===== config.mk =====
export PLATFORM = sky130hd
export DESIGN_NAME = vend_kiosk_scheduler
export DESIGN_NICKNAME = d
export VERILOG_FILES = /design/src/rtl/vend_kiosk_scheduler.sv
export SDC_FILE = /design/constraint.sdc
export NUM_CORES = 1
export LEC_CHECK = 0
export BUFFER_PORTS_ARGS = -buffer_cell sky130_fd_sc_hd__buf_2
export CAP_MARGIN = 20
export CORE_ASPECT_RATIO = 0.75
export CORE_MARGIN = 1.5
export CORE_UTILIZATION = 58
export DETAILED_ROUTE_END_ITERATION = 6
export PLACE_DENSITY = 0.87
export SLEW_MARGIN = 20
export SYNTH_ARGS = -nofsm -noshare
export SYNTH_HDL_FRONTEND = slang
export SYNTH_SLANG_ARGS = --single-unit

===== constraint.sdc =====
create_clock -name clk_i -period 6.1 [get_ports clk_i]
set_clock_uncertainty 0.1 [all_clocks]
set_input_delay 0.61 -clock clk_i [delete_from_list [all_inputs] [get_ports clk_i]]
set_output_delay 0.61 -clock clk_i [all_outputs]
set_load 0.02 [all_outputs]

===== src/rtl/vend_kiosk_scheduler.sv =====
// vend_kiosk_scheduler: round-robin scheduler that shares one dispense engine
// among NREQ kiosks. It checks the product code, stock and credit, runs the
// engine handshake, and returns status and change to the granted kiosk. It also
// owns the per-product stock counters, which are refilled through a restock port.
//
// Ports:
//   clk_i, rst_ni            clock, asynchronous active-low reset
//   req_i                    per-kiosk request level, held until ack
//   req_prod_i, req_credit_i per-kiosk product code (2b) and credit (CW b)
//   ack_o, ack_status_o,     one-cycle one-hot completion with status
//   ack_change_o             (00 vend, 01 credit, 10 sold out, 11 invalid/timeout)
//                            and change; these three are decoded from state
//   eng_valid_o, eng_prod_o  registered dispense request to the engine
//   eng_ready_i, eng_done_i  engine accept / engine finished
//   restock_i, restock_prod_i, restock_qty_i  stock refill strobe
//   stock1_o, stock2_o       current stock counts
//   busy_o                   high whenever the FSM is not idle
module vend_kiosk_scheduler #(
  parameter int unsigned NREQ       = 4,
  parameter int unsigned CW         = 5,
  parameter int unsigned PRICE1     = 15,
  parameter int unsigned PRICE2     = 20,
  parameter int unsigned STOCK_INIT = 3,
  parameter int unsigned TIMEOUT    = 15
) (
  input  logic                 clk_i,
  input  logic                 rst_ni,
  input  logic [NREQ-1:0]      req_i,
  input  logic [2*NREQ-1:0]    req_prod_i,
  input  logic [CW*NREQ-1:0]   req_credit_i,
  output logic [NREQ-1:0]      ack_o,
  output logic [1:0]           ack_status_o,
  output logic [CW-1:0]        ack_change_o,
  output logic                 eng_valid_o,
  output logic [1:0]           eng_prod_o,
  input  logic                 eng_ready_i,
  input  logic                 eng_done_i,
  input  logic                 restock_i,
  input  logic [1:0]           restock_prod_i,
  input  logic [1:0]           restock_qty_i,
  output logic [1:0]           stock1_o,
  output logic [1:0]           stock2_o,
  output logic                 busy_o
);

  localparam int unsigned IW = (NREQ > 1) ? $clog2(NREQ) : 1;
  localparam int unsigned TW = $clog2(TIMEOUT + 1);
  localparam logic [1:0] ST_OK     = 2'b00;
  localparam logic [1:0] ST_CREDIT = 2'b01;
  localparam logic [1:0] ST_SOLD   = 2'b10;
  localparam logic [1:0] ST_INV    = 2'b11;
  localparam logic [1:0] STOCK_RST = (STOCK_INIT > 3) ? 2'd3 : 2'(STOCK_INIT);

  typedef enum logic [2:0] {S_IDLE, S_CHECK, S_ISSUE, S_WAIT, S_RESP} state_e;

  state_e          state_q;
  logic [IW-1:0]   ptr_q, idx_q;
  logic [1:0]      prod_q, status_q;
  logic [CW-1:0]   credit_q, change_q;
  logic [TW-1:0]   tmo_q;
  logic            eng_valid_q, busy_q;
  logic [1:0]      eng_prod_q;
  logic [1:0]      stock1_q, stock2_q;

  // Unpack the flat per-kiosk request buses
  logic [1:0]      prod_arr   [NREQ];
  logic [CW-1:0]   credit_arr [NREQ];
  for (genvar g = 0; g < NREQ; g++) begin : g_unpack
    assign prod_arr[g]   = req_prod_i[2*g +: 2];
    assign credit_arr[g] = req_credit_i[CW*g +: CW];
  end

  // Round-robin pick: first set request at or after the pointer, wrapping
  logic            gnt_found_d;
  logic [IW-1:0]   gnt_idx_d;
  always_comb begin
    int unsigned cand;
    logic [IW-1:0] cand_idx;
    gnt_found_d = 1'b0;
    gnt_idx_d   = '0;
    for (int unsigned i = 0; i < NREQ; i++) begin
      cand = 32'(ptr_q) + i;
      if (cand >= NREQ) cand = cand - NREQ;
      cand_idx = IW'(cand);
      if (!gnt_found_d && req_i[cand_idx]) begin
        gnt_found_d = 1'b1;
        gnt_idx_d   = cand_idx;
      end
    end
  end

  // Price and stock of the latched product
  logic [CW-1:0]   price_d;
  logic [1:0]      cur_stock_d;
  assign price_d     = (prod_q == 2'd2) ? CW'(PRICE2) : CW'(PRICE1);
  assign cur_stock_d = (prod_q == 2'd2) ? stock2_q : stock1_q;

  // Stock update: restock and handshake decrement may land on the same edge
  function automatic logic [1:0] next_stock(input logic [1:0] cur, input logic dec,
                                            input logic add, input logic [1:0] qty);
    logic [2:0] sum;
    sum = {1'b0, cur} + (add ? {1'b0, qty} : 3'd0) - {2'b00, dec};
    return (sum > 3'd3) ? 2'd3 : sum[1:0];
  endfunction

  logic            handshake_d;
  logic [1:0]      stock1_d, stock2_d;
  assign handshake_d = (state_q == S_ISSUE) && eng_ready_i;
  assign stock1_d = next_stock(stock1_q, handshake_d && (prod_q == 2'd1),
                               restock_i && (restock_prod_i == 2'd1), restock_qty_i);
  assign stock2_d = next_stock(stock2_q, handshake_d && (prod_q == 2'd2),
                               restock_i && (restock_prod_i == 2'd2), restock_qty_i);

  // Scheduler FSM with registered engine/busy outputs
  always_ff @(posedge clk_i or negedge rst_ni) begin
    if (!rst_ni) begin
      state_q     <= S_IDLE;
      ptr_q       <= '0;
      idx_q       <= '0;
      prod_q      <= '0;
      credit_q    <= '0;
      status_q    <= ST_OK;
      change_q    <= '0;
      tmo_q       <= '0;
      eng_valid_q <= 1'b0;
      eng_prod_q  <= '0;
      busy_q      <= 1'b0;
      stock1_q    <= STOCK_RST;
      stock2_q    <= STOCK_RST;
    end else begin
      stock1_q <= stock1_d;
      stock2_q <= stock2_d;
      unique case (state_q)
        S_IDLE: begin
          if (gnt_found_d) begin
            idx_q    <= gnt_idx_d;
            prod_q   <= prod_arr[gnt_idx_d];
            credit_q <= credit_arr[gnt_idx_d];
            busy_q   <= 1'b1;
            state_q  <= S_CHECK;
          end
        end
        S_CHECK: begin
          if (prod_q == 2'd0 || prod_q == 2'd3) begin
            status_q <= ST_INV;
            change_q <= credit_q;
            state_q  <= S_RESP;
          end else if (cur_stock_d == 2'd0) begin
            status_q <= ST_SOLD;
            change_q <= credit_q;
            state_q  <= S_RESP;
          end else if (credit_q < price_d) begin
            status_q <= ST_CREDIT;
            change_q <= credit_q;
            state_q  <= S_RESP;
          end else begin
            status_q    <= ST_OK;
            change_q    <= credit_q - price_d;
            eng_valid_q <= 1'b1;
            eng_prod_q  <= prod_q;
            state_q     <= S_ISSUE;
          end
        end
        S_ISSUE: begin
          if (eng_ready_i) begin
            eng_valid_q <= 1'b0;
            eng_prod_q  <= '0;
            tmo_q       <= '0;
            state_q     <= S_WAIT;
          end
        end
        S_WAIT: begin
          if (eng_done_i) begin
            status_q <= ST_OK;
            state_q  <= S_RESP;
          end else begin
            tmo_q <= tmo_q + TW'(1);
            // Stock is not returned on timeout: the engine may have dispensed
            if (tmo_q == TW'(TIMEOUT - 1)) begin
              status_q <= ST_INV;
              change_q <= credit_q;
              state_q  <= S_RESP;
            end
          end
        end
        S_RESP: begin
          ptr_q   <= (idx_q == IW'(NREQ - 1)) ? '0 : idx_q + IW'(1);
          busy_q  <= 1'b0;
          state_q <= S_IDLE;
        end
        default: state_q <= S_IDLE;
      endcase
    end
  end

  // Completion is decoded from RESP so the kiosk sees it in that very cycle
  always_comb begin
    ack_o        = '0;
    ack_status_o = 2'b00;
    ack_change_o = '0;
    if (state_q == S_RESP) begin
      ack_o[idx_q] = 1'b1;
      ack_status_o = status_q;
      ack_change_o = change_q;
    end
  end

  assign eng_valid_o = eng_valid_q;
  assign eng_prod_o  = eng_prod_q;
  assign busy_o      = busy_q;
  assign stock1_o    = stock1_q;
  assign stock2_o    = stock2_q;

endmodule


==> flow_metrics.py <==
metrics = {
    "floorplanning": {
        "die-area_um2": 4618,
        "ios": 60,
        "die_h_um": 59.23,
        "start_util_pct": 60.31,
        "die_w_um": 77.97,
        "rows": 20,
        "core_um2": 4054,
    },
    "drt": {
        "routed_via_density": 5.809,
        "drt_iter0_drc": 140,
        "detail_route.wirelength_mm": 5.252,
        "ant_nets": 0,
        "wl_per_cell_um": 13.93,
        "vias": 2190,
        "firstDrtPassIters": 4,
        "drt_drc_violations_left": 0,
    },
    "synth": {
        "yosysUniqueCellTypes": 47,
        "synth_top_cell_area_share_pct": 29.68,
        "yosysTopAreaCell": "dfrtp_1",
        "synthArstFlopShare_pct": 100.0,
        "synth_commonest_cells": "33 x nand2_1, 29 x dfrtp_1, 18 x ha_1",
        "synth_most_common_cell": "nand2_1",
        "seq_area_frac_synth_pct": 33.98,
        "yosysWarnings": 0,
        "synthTopCellsByArea": "dfrtp_1 30%, ha_1 9.2%, mux2i_1 5.3%, nand2_1 5.1%, dfstp_2 4.3%",
        "syn_nets": 328,
        "syn_area_per_cell_um2": 9.157,
        "synth_seq_cells": 33,
        "synth-edff-count": 0,
        "dominantRegCellSynth": "dfrtp_1",
        "netlist_instances": 267,
        "netlist_area_um2": 2445,
    },
    "sta": {
        "max-slew-margin-rel_pct": 49.12,
        "holdWs_ns": 0.2808,
        "tightest_slew_ns": 0.7633,
        "fin_crit_ns": 2.683,
        "drv_slew": 0,
        "fmax_mhz": 372.8,
        "final.setup.tns_ns": 0,
        "finalSetupViolations": 0,
        "rsz0062_at_grt": "false",
        "fin_crit_sh_pct": 43.98,
        "hold_viol": 0,
    },
    "clock_tree": {
        "path_clk_slew_ns": 0.07,
        "cts_buffers": 5,
        "cts_resized": 0,
        "postCtsSetupRepairBufs": 0,
        "holdBufCountCts": 0,
        "cts_tree": "built",
        "htree_levels": 2,
        "worstSkewPairLatency_ns": 0.29,
        "clock_sinks": 33,
        "clock_path_buffers": 2,
        "clock-root-buffer": "clkbuf_8",
    },
    "pwr": {
        "switchingPower_uw": 638.3,
        "combinationalPowerShare_pct": 55.9,
        "p_leak_uw": 0.001414,
        "powerDensity_nw_per_um2": 485.2,
        "p_int_uw": 739.1,
        "pwr-share-seq_pct": 32.1,
        "ir_worst_vdd_mv": 0.2132,
        "swShare_pct": 46.34,
        "clockPowerShare_pct": 12.0,
    },
    "cells_and_area": {
        "area_growth_pct": 16.12,
        "fin_nets": 383,
        "num-fill-cells": 337,
        "drive_gt1_share_pct": 24.53,
        "antenna-diode-count": 0,
    },
    "setup_path": {
        "start_kind": "register",
        "required_ns": 6.22,
        "worst-path-max-fanout": 8,
        "cp_slowest_stage_delay_ns": 0.39,
        "cpMaxStageDelayCell": "dfrtp_1",
        "crit_arrival_ns": 2.80,
        "worstSetupPathType": "reg2reg",
        "cp_cell_sequence": "inv_1 > ha_1 > inv_1 > ha_1 > nor2_1 > a2111oi_4 > o31ai_2 > or3_1 > a31oi_1",
        "cp-end-kind": "register",
    },
    "place": {
        "place_congestion": 0.8540,
        "portBuffers": 59,
        "place_hpwl_mm": 4.059,
    },
    "flow_run": {
        "cap_violations": 0,
    },
    "grt": {
        "antenna_found_initial": 0,
        "grt_pass1_wl_mm": 8.949,
        "grtUsageMet2_pct": 39.63,
        "busiest_layer": "met2",
        "use_met3_pct": 6.000,
        "grt_pass1_vias": 2049,
        "grt_max_degree": 34,
        "gr-total-overflow": 0,
        "grt.total_usage_pct": 25.25,
        "grtUsageMet1_pct": 33.99,
    },
    "outcome": {
        "outcome": "complete, no violations",
    },
    "worst_hold_path": {
        "hold_path_class": "in2async",
    },
}
## per-stage QoR
stage | worst slack (ns) | power (µW) | utilization (%) | instances | area (µm²)
final | 3.417 | 1377 | 70.03 | 377 | 2839
after global routing | 3.227 | 1503 | 70.03 | 377 | 2839
after CTS | 3.438 | 1378 | 70.03 | 377 | 2839
after detailed placement | 3.496 | 1203 | 67.90 | 370 | 2753
after global placement | 3.571 | 1177 | 67.90 | 370 | 2753
after floorplan | 3.732 | 1027 | - | 267 | 2445
## path summary, 6_finish.rpt
kind,start,slack [ns],to,cells after the start
setup reg to reg,prod_q[0],3.42,change_q[2],9
max in group asynchronous,rst_ni,5.15,tmo_q[3],1
setup / recovery,prod_q[0],3.42,change_q[2],9
hold / removal,rst_ni,0.28,prod_q[0],1
min in group clk_i,busy_o,0.37,busy_o,2
hold reg to reg,busy_o,0.37,busy_o,2
## cell usage in the layout (no fill, tap or decap), drive strengths merged, types with 7 or more instances in the layout
master,count
and3,11
buf,59
inv,14
o211ai,10
nand4,9
nor2,15
o21ai,8
clkbuf,7
a21oi,11
dfrtp,29
mux2i,13
nand2,33
nand2b,10
ha,18
a211o,8
o31ai,10
## flip-flops by register name (all words and copies together), names as in the netlist
signal and count:
change_q 5, credit_q 5, tmo_q 4, state_q 3, eng_prod_o 2, idx_q 2, prod_q 2, ptr_q 2
status_q 2, stock1_o 2, stock2_o 2, busy_o 1, eng_valid_o 1
## worst max-delay path, delay by kind of cell, from the launching register on
kind	cells	cell delay, ns
compound gates	3	0.75
simple gates	2	0.46
buf+inv	2	0.23
flops	1	0.39
fa+ha+maj	2	0.68
## layer usage
metal / vias to the layer above / part of all wire (%)
li1: 1077 / -
met1: 1025 / 48
met2: 78 / 45
met3: 10 / 6.1
met4: 0 / 1.6
met5: - / 0
## kinds of logic after synthesis
logic type | Yosys count | share of synthesized area (%)
AOI/OAI and AO/OA | 63 | 18.88
buffers and inverters | 25 | 4.452
DFF | 33 | 33.98
xor gates and xnor gates | 7 | 2.508
and+or+nand+nor | 103 | 22.62
adders and majority gates | 20 | 10.85
muxes | 16 | 6.704
## final cells by class
class	instances	area, µm²	area share (%)
Timing Repair Buffer	59	295.3	10.40
Tap cell	55	68.82	2.424
Inverter	14	52.55	1.851
Multi-Input combinational cell	209	1505	53.02
Sequential cell	33	830.8	29.26
Clock buffer	7	86.33	3.041
## power groups by stage
stage	sequential, µW	clock, µW	combinational, µW
floorplan	424	0	603
global placement	439	0	738
detailed placement	444	0	759
CTS	441	168	769
global route	459	178	866
finish	442	165	770
Power figures use the tool's default switching activity.
